===== src/rtl/ram_bist.sv =====
// Built-in self-test initiator for the dual-port synchronous RAM: writes pattern(a), reads it back, counts mismatches.
// Optional inverted second pass (~pattern(a)) is enabled by defining RAM_BIST_INV_PASS_EN.
module ram_bist #(
    parameter int                ADDR_W   = 5,
    parameter int                DEPTH    = 32,
    parameter int                DATA_W   = 32,
    parameter logic [DATA_W-1:0] PAT_SEED = {DATA_W/8{8'hA5}}
) (
    input  logic              i_sys_clk,
    input  logic              i_rst_n,
    input  logic              i_start,
    output logic              o_busy,
    output logic              o_done,
    output logic              o_pass,
    output logic [15:0]       o_err_cnt,
    output logic [ADDR_W-1:0] o_fail_addr,
    output logic              o_wr,
    output logic [ADDR_W-1:0] o_wr_addr,
    output logic [DATA_W-1:0] o_wr_data,
    output logic              o_rd,
    output logic [ADDR_W-1:0] o_rd_addr,
    input  logic [DATA_W-1:0] i_rd_data
);

`ifdef RAM_BIST_INV_PASS_EN
    typedef enum logic [2:0] {
        S_IDLE, S_WRITE, S_READ, S_DRAIN, S_INV_WRITE, S_INV_READ, S_INV_DRAIN, S_DONE
    } state_t;
`else
    typedef enum logic [2:0] {
        S_IDLE, S_WRITE, S_READ, S_DRAIN, S_DONE
    } state_t;
`endif

    // Terminal count is compared on the widened counter so DEPTH = 2^ADDR_W never wraps.
    localparam logic [ADDR_W:0] LAST = (ADDR_W+1)'(DEPTH-1);

    function automatic logic [DATA_W-1:0] pattern(input logic [ADDR_W-1:0] a);
        return DATA_W'(a) ^ PAT_SEED;
    endfunction

    function automatic logic [15:0] sat_inc(input logic [15:0] v);
        return (v == 16'hFFFF) ? v : v + 16'd1;
    endfunction

    state_t              state_q, state_d;
    logic [ADDR_W:0]     addr_q, addr_d;
    logic                busy_q, busy_d, done_q, done_d, pass_q, pass_d;
    logic [15:0]         err_cnt_q, err_cnt_d;
    logic [ADDR_W-1:0]   fail_addr_q, fail_addr_d;
    logic                wr_q, wr_d, rd_q, rd_d;
    logic [ADDR_W-1:0]   wr_addr_q, wr_addr_d, rd_addr_q, rd_addr_d;
    logic [DATA_W-1:0]   wr_data_q, wr_data_d;
    logic                cmp_vld_q, cmp_vld_d;
    logic [ADDR_W-1:0]   cmp_addr_q, cmp_addr_d;
    logic [DATA_W-1:0]   exp_word;
`ifdef RAM_BIST_INV_PASS_EN
    logic                cmp_inv_q, cmp_inv_d;
`endif

    always_ff @(posedge i_sys_clk) begin
        if (!i_rst_n) begin
            state_q     <= S_IDLE;
            addr_q      <= '0;
            busy_q      <= 1'b0;
            done_q      <= 1'b0;
            pass_q      <= 1'b0;
            err_cnt_q   <= '0;
            fail_addr_q <= '0;
            wr_q        <= 1'b0;
            wr_addr_q   <= '0;
            wr_data_q   <= '0;
            rd_q        <= 1'b0;
            rd_addr_q   <= '0;
            cmp_vld_q   <= 1'b0;
            cmp_addr_q  <= '0;
`ifdef RAM_BIST_INV_PASS_EN
            cmp_inv_q   <= 1'b0;
`endif
        end else begin
            state_q     <= state_d;
            addr_q      <= addr_d;
            busy_q      <= busy_d;
            done_q      <= done_d;
            pass_q      <= pass_d;
            err_cnt_q   <= err_cnt_d;
            fail_addr_q <= fail_addr_d;
            wr_q        <= wr_d;
            wr_addr_q   <= wr_addr_d;
            wr_data_q   <= wr_data_d;
            rd_q        <= rd_d;
            rd_addr_q   <= rd_addr_d;
            cmp_vld_q   <= cmp_vld_d;
            cmp_addr_q  <= cmp_addr_d;
`ifdef RAM_BIST_INV_PASS_EN
            cmp_inv_q   <= cmp_inv_d;
`endif
        end
    end

    always_comb begin
        state_d     = state_q;
        addr_d      = addr_q;
        busy_d      = busy_q;
        done_d      = 1'b0;
        pass_d      = pass_q;
        err_cnt_d   = err_cnt_q;
        fail_addr_d = fail_addr_q;
        wr_d        = 1'b0;
        wr_addr_d   = wr_addr_q;
        wr_data_d   = wr_data_q;
        rd_d        = 1'b0;
        rd_addr_d   = rd_addr_q;
        // The read issued this cycle returns data next cycle, so its address rides one stage behind.
        cmp_vld_d   = rd_q;
        cmp_addr_d  = rd_addr_q;
        exp_word    = pattern(cmp_addr_q);
`ifdef RAM_BIST_INV_PASS_EN
        cmp_inv_d   = (state_q == S_INV_READ);
        if (cmp_inv_q) exp_word = ~pattern(cmp_addr_q);
`endif

        if (cmp_vld_q && (i_rd_data != exp_word)) begin
            err_cnt_d = sat_inc(err_cnt_q);
            if (err_cnt_q == 16'd0) fail_addr_d = cmp_addr_q;
        end

        case (state_q)
            S_IDLE: begin
                if (i_start) begin
                    state_d     = S_WRITE;
                    addr_d      = '0;
                    busy_d      = 1'b1;
                    pass_d      = 1'b0;
                    err_cnt_d   = '0;
                    fail_addr_d = '0;
                    wr_d        = 1'b1;
                    wr_addr_d   = '0;
                    wr_data_d   = pattern('0);
                end
            end
            S_WRITE: begin
                if (addr_q == LAST) begin
                    state_d   = S_READ;
                    addr_d    = '0;
                    rd_d      = 1'b1;
                    rd_addr_d = '0;
                end else begin
                    addr_d    = addr_q + 1'b1;
                    wr_d      = 1'b1;
                    wr_addr_d = addr_d[ADDR_W-1:0];
                    wr_data_d = pattern(addr_d[ADDR_W-1:0]);
                end
            end
            S_READ: begin
                if (addr_q == LAST) begin
                    state_d = S_DRAIN;
                end else begin
                    addr_d    = addr_q + 1'b1;
                    rd_d      = 1'b1;
                    rd_addr_d = addr_d[ADDR_W-1:0];
                end
            end
`ifdef RAM_BIST_INV_PASS_EN
            S_DRAIN: begin
                state_d   = S_INV_WRITE;
                addr_d    = '0;
                wr_d      = 1'b1;
                wr_addr_d = '0;
                wr_data_d = ~pattern('0);
            end
            S_INV_WRITE: begin
                if (addr_q == LAST) begin
                    state_d   = S_INV_READ;
                    addr_d    = '0;
                    rd_d      = 1'b1;
                    rd_addr_d = '0;
                end else begin
                    addr_d    = addr_q + 1'b1;
                    wr_d      = 1'b1;
                    wr_addr_d = addr_d[ADDR_W-1:0];
                    wr_data_d = ~pattern(addr_d[ADDR_W-1:0]);
                end
            end
            S_INV_READ: begin
                if (addr_q == LAST) begin
                    state_d = S_INV_DRAIN;
                end else begin
                    addr_d    = addr_q + 1'b1;
                    rd_d      = 1'b1;
                    rd_addr_d = addr_d[ADDR_W-1:0];
                end
            end
            S_INV_DRAIN: begin
                state_d = S_DONE;
                busy_d  = 1'b0;
                done_d  = 1'b1;
                pass_d  = (err_cnt_d == 16'd0);
            end
`else
            S_DRAIN: begin
                state_d = S_DONE;
                busy_d  = 1'b0;
                done_d  = 1'b1;
                pass_d  = (err_cnt_d == 16'd0);
            end
`endif
            S_DONE: begin
                state_d = S_IDLE;
            end
            default: begin
                state_d = S_IDLE;
            end
        endcase
    end

    assign o_busy      = busy_q;
    assign o_done      = done_q;
    assign o_pass      = pass_q;
    assign o_err_cnt   = err_cnt_q;
    assign o_fail_addr = fail_addr_q;
    assign o_wr        = wr_q;
    assign o_wr_addr   = wr_addr_q;
    assign o_wr_data   = wr_data_q;
    assign o_rd        = rd_q;
    assign o_rd_addr   = rd_addr_q;

endmodule


===== config.mk =====
export PLATFORM = sky130hd
export DESIGN_NAME = ram_bist
export DESIGN_NICKNAME = d
export VERILOG_FILES = /design/src/rtl/ram_bist.sv
export SDC_FILE = /design/constraint.sdc
export NUM_CORES = 1
export LEC_CHECK = 0
export BUFFER_PORTS_ARGS = -buffer_cell sky130_fd_sc_hd__buf_4
export CAP_MARGIN = 20
export CORE_UTILIZATION = 45
export DETAILED_ROUTE_END_ITERATION = 16
export PLACE_DENSITY = 0.82
export SYNTH_ARGS = -nofsm -noshare
export SYNTH_HDL_FRONTEND = slang
export SYNTH_SLANG_ARGS = --single-unit

===== constraint.sdc =====
create_clock -name i_sys_clk -period 2.57 [get_ports i_sys_clk]
set_clock_uncertainty 0.15 [all_clocks]
set_input_delay 0.514 -clock i_sys_clk [delete_from_list [all_inputs] [get_ports i_sys_clk]]
set_output_delay 0.514 -clock i_sys_clk [all_outputs]
set_load 0.02 [all_outputs]

==> results, run 1 <==
- The run finished with clean final reports.
- During synthesis, Yosys emitted a total of 0 warnings.
- The net switching component of the power is 0.4291 mW.
- The clock tree synthesis step divided the H-tree into 2 levels.
- After clock tree synthesis, the clock-pin slew on the worst setup and hold paths is roughly 0.11 ns.
- The top cell type by total area after synthesis is sky130_fd_sc_hd__dfxtp_1.
- The starting density of the core is 46.44%.
- The worst setup path is of the flip-flop to flip-flop kind.
- The number of hold violations in the final report is 0.
- The most critical setup path has its endpoint at o_pass$_SDFFE_PN0P_.
- The proportion of power drawn by the clock network is 36.3%.
- The share of the cycle needed by the critical path after routing is 99.85%.
- The routed design has 7379 um of wire.
- The final antenna-violating net count is 0.
- For the pin with the worst max-slew slack, the measured transition is 0.6060 ns.
- STA puts the critical path data required time at 2.66 ns.
- The relative slew slack is between 50% and 60%.
- The number of diodes added for antenna fixing is 0.
- The number of antenna violations at the first check in global routing is 0.
- After synthesis the cells add up to roughly 2900 sq um.
- The count of unresolved DRC violations after routing is 0.
- The count of buffers inserted at the top-level ports is 89.
- The final critical-path setup slack is about 0.004 ns.
- The first-pass GRT wire length is 12210 um.
- The die covers 6882 sq um.
- The relative contribution of combinational cells to total power is 11.8%.
- The prevailing post-synth register cell is sky130_fd_sc_hd__dfxtp_1.
- The core box area is 6350 sq um.
- The clock reaches the later pin of the worst-skew pair after 0.32 ns.
- The worst hold path belongs to the class flip-flop to flip-flop.
- The internal power summed over all cells is 1.232 mW.
- The first-pass iteration count of the detailed router is 4.
- The sort of element at the start of the critical path is a flip-flop.
- The area fraction of the dominant cell type after synthesis is 36.66%.
- Global routing used 21.42% of the available tracks.
- The number of different library cells used by synthesis comes to 58.
- Entering global routing, the biggest net connects 19 pins.
- Net switching is 25.84% of the power.
- The routed layout has 2764 vias.
- The number of global-route vias before repair is 2625.
- The number of enable-type register cells in the synthesized netlist is 0.
- After synthesis, the mean cell area works out to 8.402 sq um.
- The via count normalized by instance count is 5.285.
- The net count reported at finish is 483.
- Dividing total power by cell area gives a power density of 432.2 nW/um^2.
- The final critical delay including setup and external delays is between 2 and 3 ns.
- Summed over all failing endpoints, the final setup total negative slack is 0 ns.
- Setup slack on the worst reg-to-reg path comes out at 0.004 ns.
- The area of placed instances is 3704 sq um.
- The count of fill cells added during filler insertion is ~570.
- Overall power consumption after layout is estimated at approximately 1.7 mW.
- The die span in y is 82.96 um.
- Of the cells placed in the final design, the portion with a size suffix greater than 1 is 33.18%.
- The fraction of registers with async set or reset after synthesis is 0%.
- The number of max-slew violations in the final report was 0.
- The remaining global-route overflow is 0.
- For this design, the sink count on the clock tree is 54.
- The area of all placed cells without fillers is about 3800 sq um.
- The maximum fanout encountered on the critical timing path is 3.
- Setup violations remaining at the end of the flow were counted as 0.
- The congestion estimate from routability-driven global placement came to about 0.90.
- The leakage power figure is approximately 1.7 nW.
- The max-capacitance violation count is 0.
- From left edge to right edge, the die measures 82.96 um.
- Counting cells, the worst reg-to-reg path comes to 8.
- In this run, CTS created clock tree buffers numbering 5.
- Counting along the longest clock path gives a buffer depth of 2.
- The critical path data arrival time is 2.66 ns.
- Synthesis handed over a netlist of 351 instances.
- The maximum clock frequency is 389.7 MHz.
- The portion of the post-synthesis area used by sequential elements is between 30% and 40%.
- The total number of placement rows is 29.
- In this run, flip-flops and latches consume 51.9% of the power.
- The start point of the critical path is o_err_cnt[0]$_SDFF_PN0_.
- After synthesis, the cell types taking the most area are sky130_fd_sc_hd__dfxtp_1 37%, sky130_fd_sc_hd__buf_4 8.7%, sky130_fd_sc_hd__nor2_1 6.4%.
- The worst reg2reg path endpoint is o_pass$_SDFFE_PN0P_.
- The routed wirelength normalized by instance count is 14.11 um.
- The cell sitting at the root of the clock tree is a sky130_fd_sc_hd__clkbuf_8.
- After the first detailed-routing iteration, the DRC count stood at 170.
- The maximum VDD drop is about 420 uV.
- The nature of the critical path endpoint is a flip-flop.
- Timing analysis after detailed placement gives a worst setup slack of -0.2902 ns.
- The total of flip-flops plus latches after synthesis is 54.
- Detailed placement ended at an HPWL of 5706 um.
- From synthesis to final layout, the design area changed by 30.29%.
- Setup repair after global routing could not meet its margin everywhere.
- The worst reg2reg path startpoint is o_err_cnt[0]$_SDFF_PN0_.
- TritonCTS built the clock tree.
- During I/O placement, the number of pins put on the boundary was between 100 and 150.
==> through the flow <==
stage	hold WS [ns]	util, %	instances
after floorplan	0.3292	-	363
after global placement	0.3158	58.33	514
after CTS	0.3466	60.32	523
after detailed placement	0.3332	58.33	514
final	0.3440	60.51	523
after global routing	0.3407	60.51	523
==> layer usage <==
layer	vias to the layer above	part of all wire (%)	wire, um	track usage [%]
met5	-	0	0	0
met4	0	1.4	100	5.172
met3	11	4.3	315	4.573
met2	84	51	3743	38.15
met1	1296	44	3219	26.22
li1	1373	-	-	-
==> power groups by stage <==
stage	registers (mW)	clock network [mW]	logic (mW)
after floorplan	0.888	0	0.131
after global placement	0.880	0	0.193
after detailed placement	0.880	0	0.196
after CTS	0.861	0.612	0.197
after global routing	0.864	0.650	0.210
final	0.861	0.603	0.196
==> layout make-up <==
class                           instances  area, sq um  share of cell area, %
Clock buffer                            5        68.82                  1.791
Clock inverter                          3        47.55                  1.237
Inverter                               10        37.54                 0.9769
Multi-Input combinational cell        253         1598                  41.58
Sequential cell                        54         1086                  28.26
Tap cell                               77        96.34                  2.507
Timing Repair Buffer                  121        908.4                  23.64
==> cell families after synthesis <==
group                    Yosys count  synth area share (%)
flip-flops                        54                 36.66
AND/OR/NAND/NOR                  157                 29.32
adder cells (fa/ha/maj)            3                 1.273
XOR/XNOR                          24                 7.382
AO/OA/AOI/OAI                     49                 11.03
buffers and inverters             56                 11.84
multiplexers                       7                 2.376
other                              1                0.1272
==> repair_timing <==
action / in CTS / in global routing
setup buffers: 1 / 0
resized for setup: 1 / 2
hold buffers: 0 / 0
setup endpoints to repair: 1 / 1
pin swaps: 4 / 0
==> synth_stat cells (2+ instances only) <==
cell	number
sky130_fd_sc_hd__o21ai_0	10
sky130_fd_sc_hd__buf_4	34
sky130_fd_sc_hd__nand3_1	9
sky130_fd_sc_hd__dfxtp_1	54
sky130_fd_sc_hd__nor2_1	50
sky130_fd_sc_hd__clkbuf_1	8
sky130_fd_sc_hd__nand2_1	23
sky130_fd_sc_hd__nand4_1	7
sky130_fd_sc_hd__o31a_1	3
sky130_fd_sc_hd__inv_1	10
sky130_fd_sc_hd__nor4_1	6
sky130_fd_sc_hd__nor2b_1	2
sky130_fd_sc_hd__ha_1	3
sky130_fd_sc_hd__xor2_1	10
sky130_fd_sc_hd__a211oi_1	2
sky130_fd_sc_hd__a31oi_1	5
sky130_fd_sc_hd__a22oi_1	2
sky130_fd_sc_hd__nand3b_1	2
sky130_fd_sc_hd__or4_1	4
sky130_fd_sc_hd__or3_1	3
sky130_fd_sc_hd__nand4b_1	2
sky130_fd_sc_hd__and4_1	3
sky130_fd_sc_hd__mux2i_1	7
sky130_fd_sc_hd__and2_1	8
sky130_fd_sc_hd__nor3_1	17
sky130_fd_sc_hd__and3_1	4
sky130_fd_sc_hd__xnor2_1	13
sky130_fd_sc_hd__buf_2	2
sky130_fd_sc_hd__nor4bb_1	4
sky130_fd_sc_hd__a21oi_1	16
==> registers in the layout, indices dropped and copies added, names as in the netlist <==
signal       flops
o_err_cnt       16
addr_q           6
cmp_addr_q       5
o_fail_addr      5
o_rd_addr        5
o_wr_addr        4
o_wr_data        4
state_q          3
cmp_vld_q        1
o_busy           1
o_done           1
o_pass           1
o_rd             1
o_wr             1
==> critical path, cell delays in order (launching register included) <==
cell and delay, ns:
sky130_fd_sc_hd__dfxtp_4 0.37, sky130_fd_sc_hd__ha_4 0.14, sky130_fd_sc_hd__and4_4 0.24, sky130_fd_sc_hd__nand4_1 0.16, sky130_fd_sc_hd__a311oi_2 0.28, sky130_fd_sc_hd__mux2i_1 0.28
sky130_fd_sc_hd__o211ai_1 0.13, sky130_fd_sc_hd__or4_4 0.54, sky130_fd_sc_hd__o31ai_4 0.19
==> worst min-delay path by stage <==
| stage | cells past startpoint | to | from |
|---|---|---|---|
| final | 2 | o_rd_addr[1]$_SDFFE_PN0P_ | o_rd_addr[1]$_SDFFE_PN0P_ |
| after global routing | 2 | cmp_addr_q[4]$_SDFF_PN0_ | i_rst_n |
| after CTS | 2 | cmp_addr_q[1]$_SDFF_PN0_ | i_rst_n |
| after detailed placement | 2 | o_rd_addr[1]$_SDFFE_PN0P_ | o_rd_addr[1]$_SDFFE_PN0P_ |
| after global placement | 2 | o_wr_addr[1]$_SDFFE_PN0P_ | o_wr_addr[1]$_SDFFE_PN0P_ |
| after floorplan | 2 | addr_q[1]$_SDFFE_PN0P_ | addr_q[1]$_SDFFE_PN0P_ |
==> cells in the final DEF (no fill, tap or decap), drive strengths merged, types with 3 or more instances in the layout <==
cell type and n:
dfxtp 54, a31oi 6, nor3 17, clkbuf 5
nand2 24, xor2 11, nand4 8, nand3 10
a21oi 16, conb 13, inv 12, buf 121
and4 3, and2 8, ha 3, nor2 50
or3 3, o21ai 10, and3 5, xnor2 13
nor4bb 4, or4 5, o31a 3, nor4 8
mux2i 7
(Power assumes the default switching activity.)
==> run 2, diff against run 1 <==
--- a/config.mk
+++ b/config.mk
@@ -9,7 +9,7 @@
 export CAP_MARGIN = 20
 export CORE_UTILIZATION = 45
 export DETAILED_ROUTE_END_ITERATION = 16
-export PLACE_DENSITY = 0.82
+export PLACE_DENSITY = 0.79
 export SYNTH_ARGS = -nofsm -noshare
 export SYNTH_HDL_FRONTEND = slang
 export SYNTH_SLANG_ARGS = --single-unit
==> constraint.sdc (replaced) <==
create_clock -name i_sys_clk -period 3.05 [get_ports i_sys_clk]
set_clock_uncertainty 0.15 [all_clocks]
set_input_delay 0.61 -clock i_sys_clk [delete_from_list [all_inputs] [get_ports i_sys_clk]]
set_output_delay 0.61 -clock i_sys_clk [all_outputs]
set_load 0.02 [all_outputs]
==> results, run 2 (synthesis gave the netlist of run 1 again) <==
- The final weighted congestion in routability-driven placement is 0.8994.
- The busiest layer in global routing is met2.
- The first-pass iteration count of the detailed router is 7.
- The post-CTS setup-driven buffer insertion count is 0.
- IR analysis of the VDD net gives a maximum drop of about 320 uV.
- In this run, post-CTS repair resized a total of 0 instances.
- The total power is 1.293 mW.
- Along the worst path, the maximum fanout reaches 4.
- The CTS clock-pin slew for the worst setup and hold paths is 0.10 ns.
- The area of placed instances is 3537 sq um.
- The number of flip-flops under the largest register name is 16.
- The accumulated negative setup slack is 0 ns.
- The number of global-route vias before repair is 2441.
- The most common library cell in the layout ignoring fill and taps is sky130_fd_sc_hd__buf_4.
- Setup slack on the worst reg-to-reg path comes out at 0.28 ns.
- The number of endpoints failing setup at the final stage is 0.
- The violation count after the first detailed-route iteration is approximately 170.
- STA classifies the critical path startpoint as a flip-flop.
- The area of all placed cells without fillers is about 3600 sq um.
- Clock tree synthesis selected as its root buffer the cell sky130_fd_sc_hd__clkbuf_8.
- The worst path meets setup with ~0.28 ns of slack.
- The worst setup path is of the flip-flop to flip-flop kind.
- The TritonCTS buffer count is 5.
- The global-route usage over all layers is about a fifth.
- Measured against its own limit, the worst slew margin works out to approximately 60%.
- The max-capacitance violation count is 0.
- The cell with the biggest individual delay on the critical path is sky130_fd_sc_hd__or4_1.
- The initial utilization of the core area, before any placement, comes to 46.44%.
- The nature of the critical path endpoint is a flip-flop.
- The share of cells above drive strength 1 is 28.40%.
- The die area is a little under 7000 sq um.
- The CTS tree is done.
- The final antenna-violating net count is 0.
- The sum of buffers and inverters on the critical path is 0.
- Clock latency on the worst-skew pair, taken at its later pin, is between 0.3 and 0.4 ns.
- The cell count of the worst hold path is 2.
- The clock tree synthesis step divided the H-tree into 2 levels.
- On the worst path, the slowest cell contributes a delay of 0.53 ns.
- The overall die width is 82.96 um.
- The number of hold violations in the final report is 0.
- Entering global routing, the biggest net connects 21 pins.
- The routed wirelength normalized by instance count is around 15 um.
- The number of clock sinks seen by CTS is 54.
- The cts-stage hold buffer count is 0.
- The final critical delay including setup and external delays is around 2.8 ns.
- The remaining global-route overflow is 0.
- Prior to clock tree synthesis, the placed netlist has a worst setup slack of roughly 0.18 ns.
- Once layout is complete, the utilization of the core stands at roughly 57%.
- Relative to the synthesized area, the layout overhead comes to 22.87%.
- The flow ran to the end, and the final reports show no timing, DRC or antenna violations.
- In the layout the commonest cells are 101 x sky130_fd_sc_hd__buf_4, 54 x sky130_fd_sc_hd__dfxtp_1, 50 x sky130_fd_sc_hd__nor2_1, 23 x sky130_fd_sc_hd__nand2_1, 17 x sky130_fd_sc_hd__nor3_1.
- In this run, placement finished with an instance count of just under 500.
- During placement, the flow inserted port buffers numbering a little under 90.
- Global routing consumed, on the met3 layer, 4.573% of the routing resources.
- Derived from the worst setup path, the maximum achievable clock frequency is 360.4 MHz.
- The count of pins on the block boundary is 103.
- The overall routed net length is 7332 um.
- The number of antenna violations at the first check in global routing is 0.
- The cell family with the largest share of critical-path delay is simple AND/OR/NAND/NOR gates.
- Across all hold checks on the routed design, the worst slack comes to 0.3308 ns.
- STA puts the critical path data required time at 3.13 ns.
- The number of diodes added for antenna fixing is 0.
- In this run the deepest clock path goes through 2 buffers.
- The number of max-slew violations in the final report is 0.
- The detailed-placement wirelength estimate is 5488 um.
- For the worst flop-to-flop path, the logic depth is 8.
- The floorplan step defined a core boundary enclosing 6350 sq um.
- The die span in y is 82.96 um.
- After detailed routing, the number of remaining DRC violations is 0.
- The met1 capacity usage during global routing is 27.92%.
- The filler-free cell count of the finished design is 503.
- The critical path data arrival time is between 2 and 3 ns.
- In this run the static leakage power is 1.533 nW.
- The met2 usage is 36.51%.
- In the finished design, the share of the clock period the worst path needs comes to 90.98%.
- The actual transition at the worst max-transition pin is 0.5977 ns.
- Setup repair after global routing left no endpoint under its margin.
- The final route contains roughly 2700 vias.
- The first global-routing pass estimated 12080 um of wire.
- The path class of the tightest hold or removal check is flip-flop to flip-flop.
- The net count reported at finish is 463.
- Using the TritonRoute via totals, the vias-per-cell ratio works out to ~5.3.
- The floorplan has 29 rows.
- Dividing total power by cell area gives a power density of approximately 360 nW/um^2.
- The total stage count of the critical path is 8.
- The critical path goes through ha_1 > and4_1 > nand4_1 > a311oi_1 > mux2i_1 > o211ai_1 > or4_1 > o31ai_2.
[run 2: cell types whose count changed in the layout (fill, tap and decap cells not counted), sizes merged]
cell	change
buf	-20
bufinv	-1
clkbuf	+1
clkinv	+2
inv	-2
[run 2: cell type report]
cell class / count / area, sq um
fillers: 566 / 2726
multi-input cells: 253 / 1564
flip-flops and latches: 54 / 1081
repair buffers: 101 / 758.2
well taps: 77 / 96.34
clock buffers: 6 / 72.57
inverters: 10 / 37.54
clock inverters: 2 / 13.76
[run 2: final timing paths]
check,from,to
setup reg to reg,o_err_cnt[0]$_SDFF_PN0_,o_pass$_SDFFE_PN0P_
hold reg to reg,o_rd_addr[1]$_SDFFE_PN0P_,o_rd_addr[1]$_SDFFE_PN0P_
hold / removal,o_rd_addr[1]$_SDFFE_PN0P_,o_rd_addr[1]$_SDFFE_PN0P_
setup / recovery,o_err_cnt[0]$_SDFF_PN0_,o_pass$_SDFFE_PN0P_
[run 2: worst reg2reg max path, stage by stage (launching register included)]
cell and delay, ns:
sky130_fd_sc_hd__dfxtp_1 0.35, sky130_fd_sc_hd__ha_1 0.24, sky130_fd_sc_hd__and4_1 0.26, sky130_fd_sc_hd__nand4_1 0.16, sky130_fd_sc_hd__a311oi_1 0.34, sky130_fd_sc_hd__mux2i_1 0.28
sky130_fd_sc_hd__o211ai_1 0.13, sky130_fd_sc_hd__or4_1 0.53, sky130_fd_sc_hd__o31ai_2 0.25
[run 2: routing by layer]
layer  vias to the layer above  wire length [um]
met5                         -                 0
met1                      1248              3281
met3                         4               348
li1                       1327                 -
met2                        92              3666
met4                         0                36
[run 2: where the power goes]
part	internal, mW	total, mW	leakage, nW	switching [mW]
combinational	0.0721	0.164	1.05	0.0923
sequential	0.715	0.727	0.437	0.0118
clock	0.163	0.402	0.0452	0.239
total	0.950	1.29	1.53	0.343
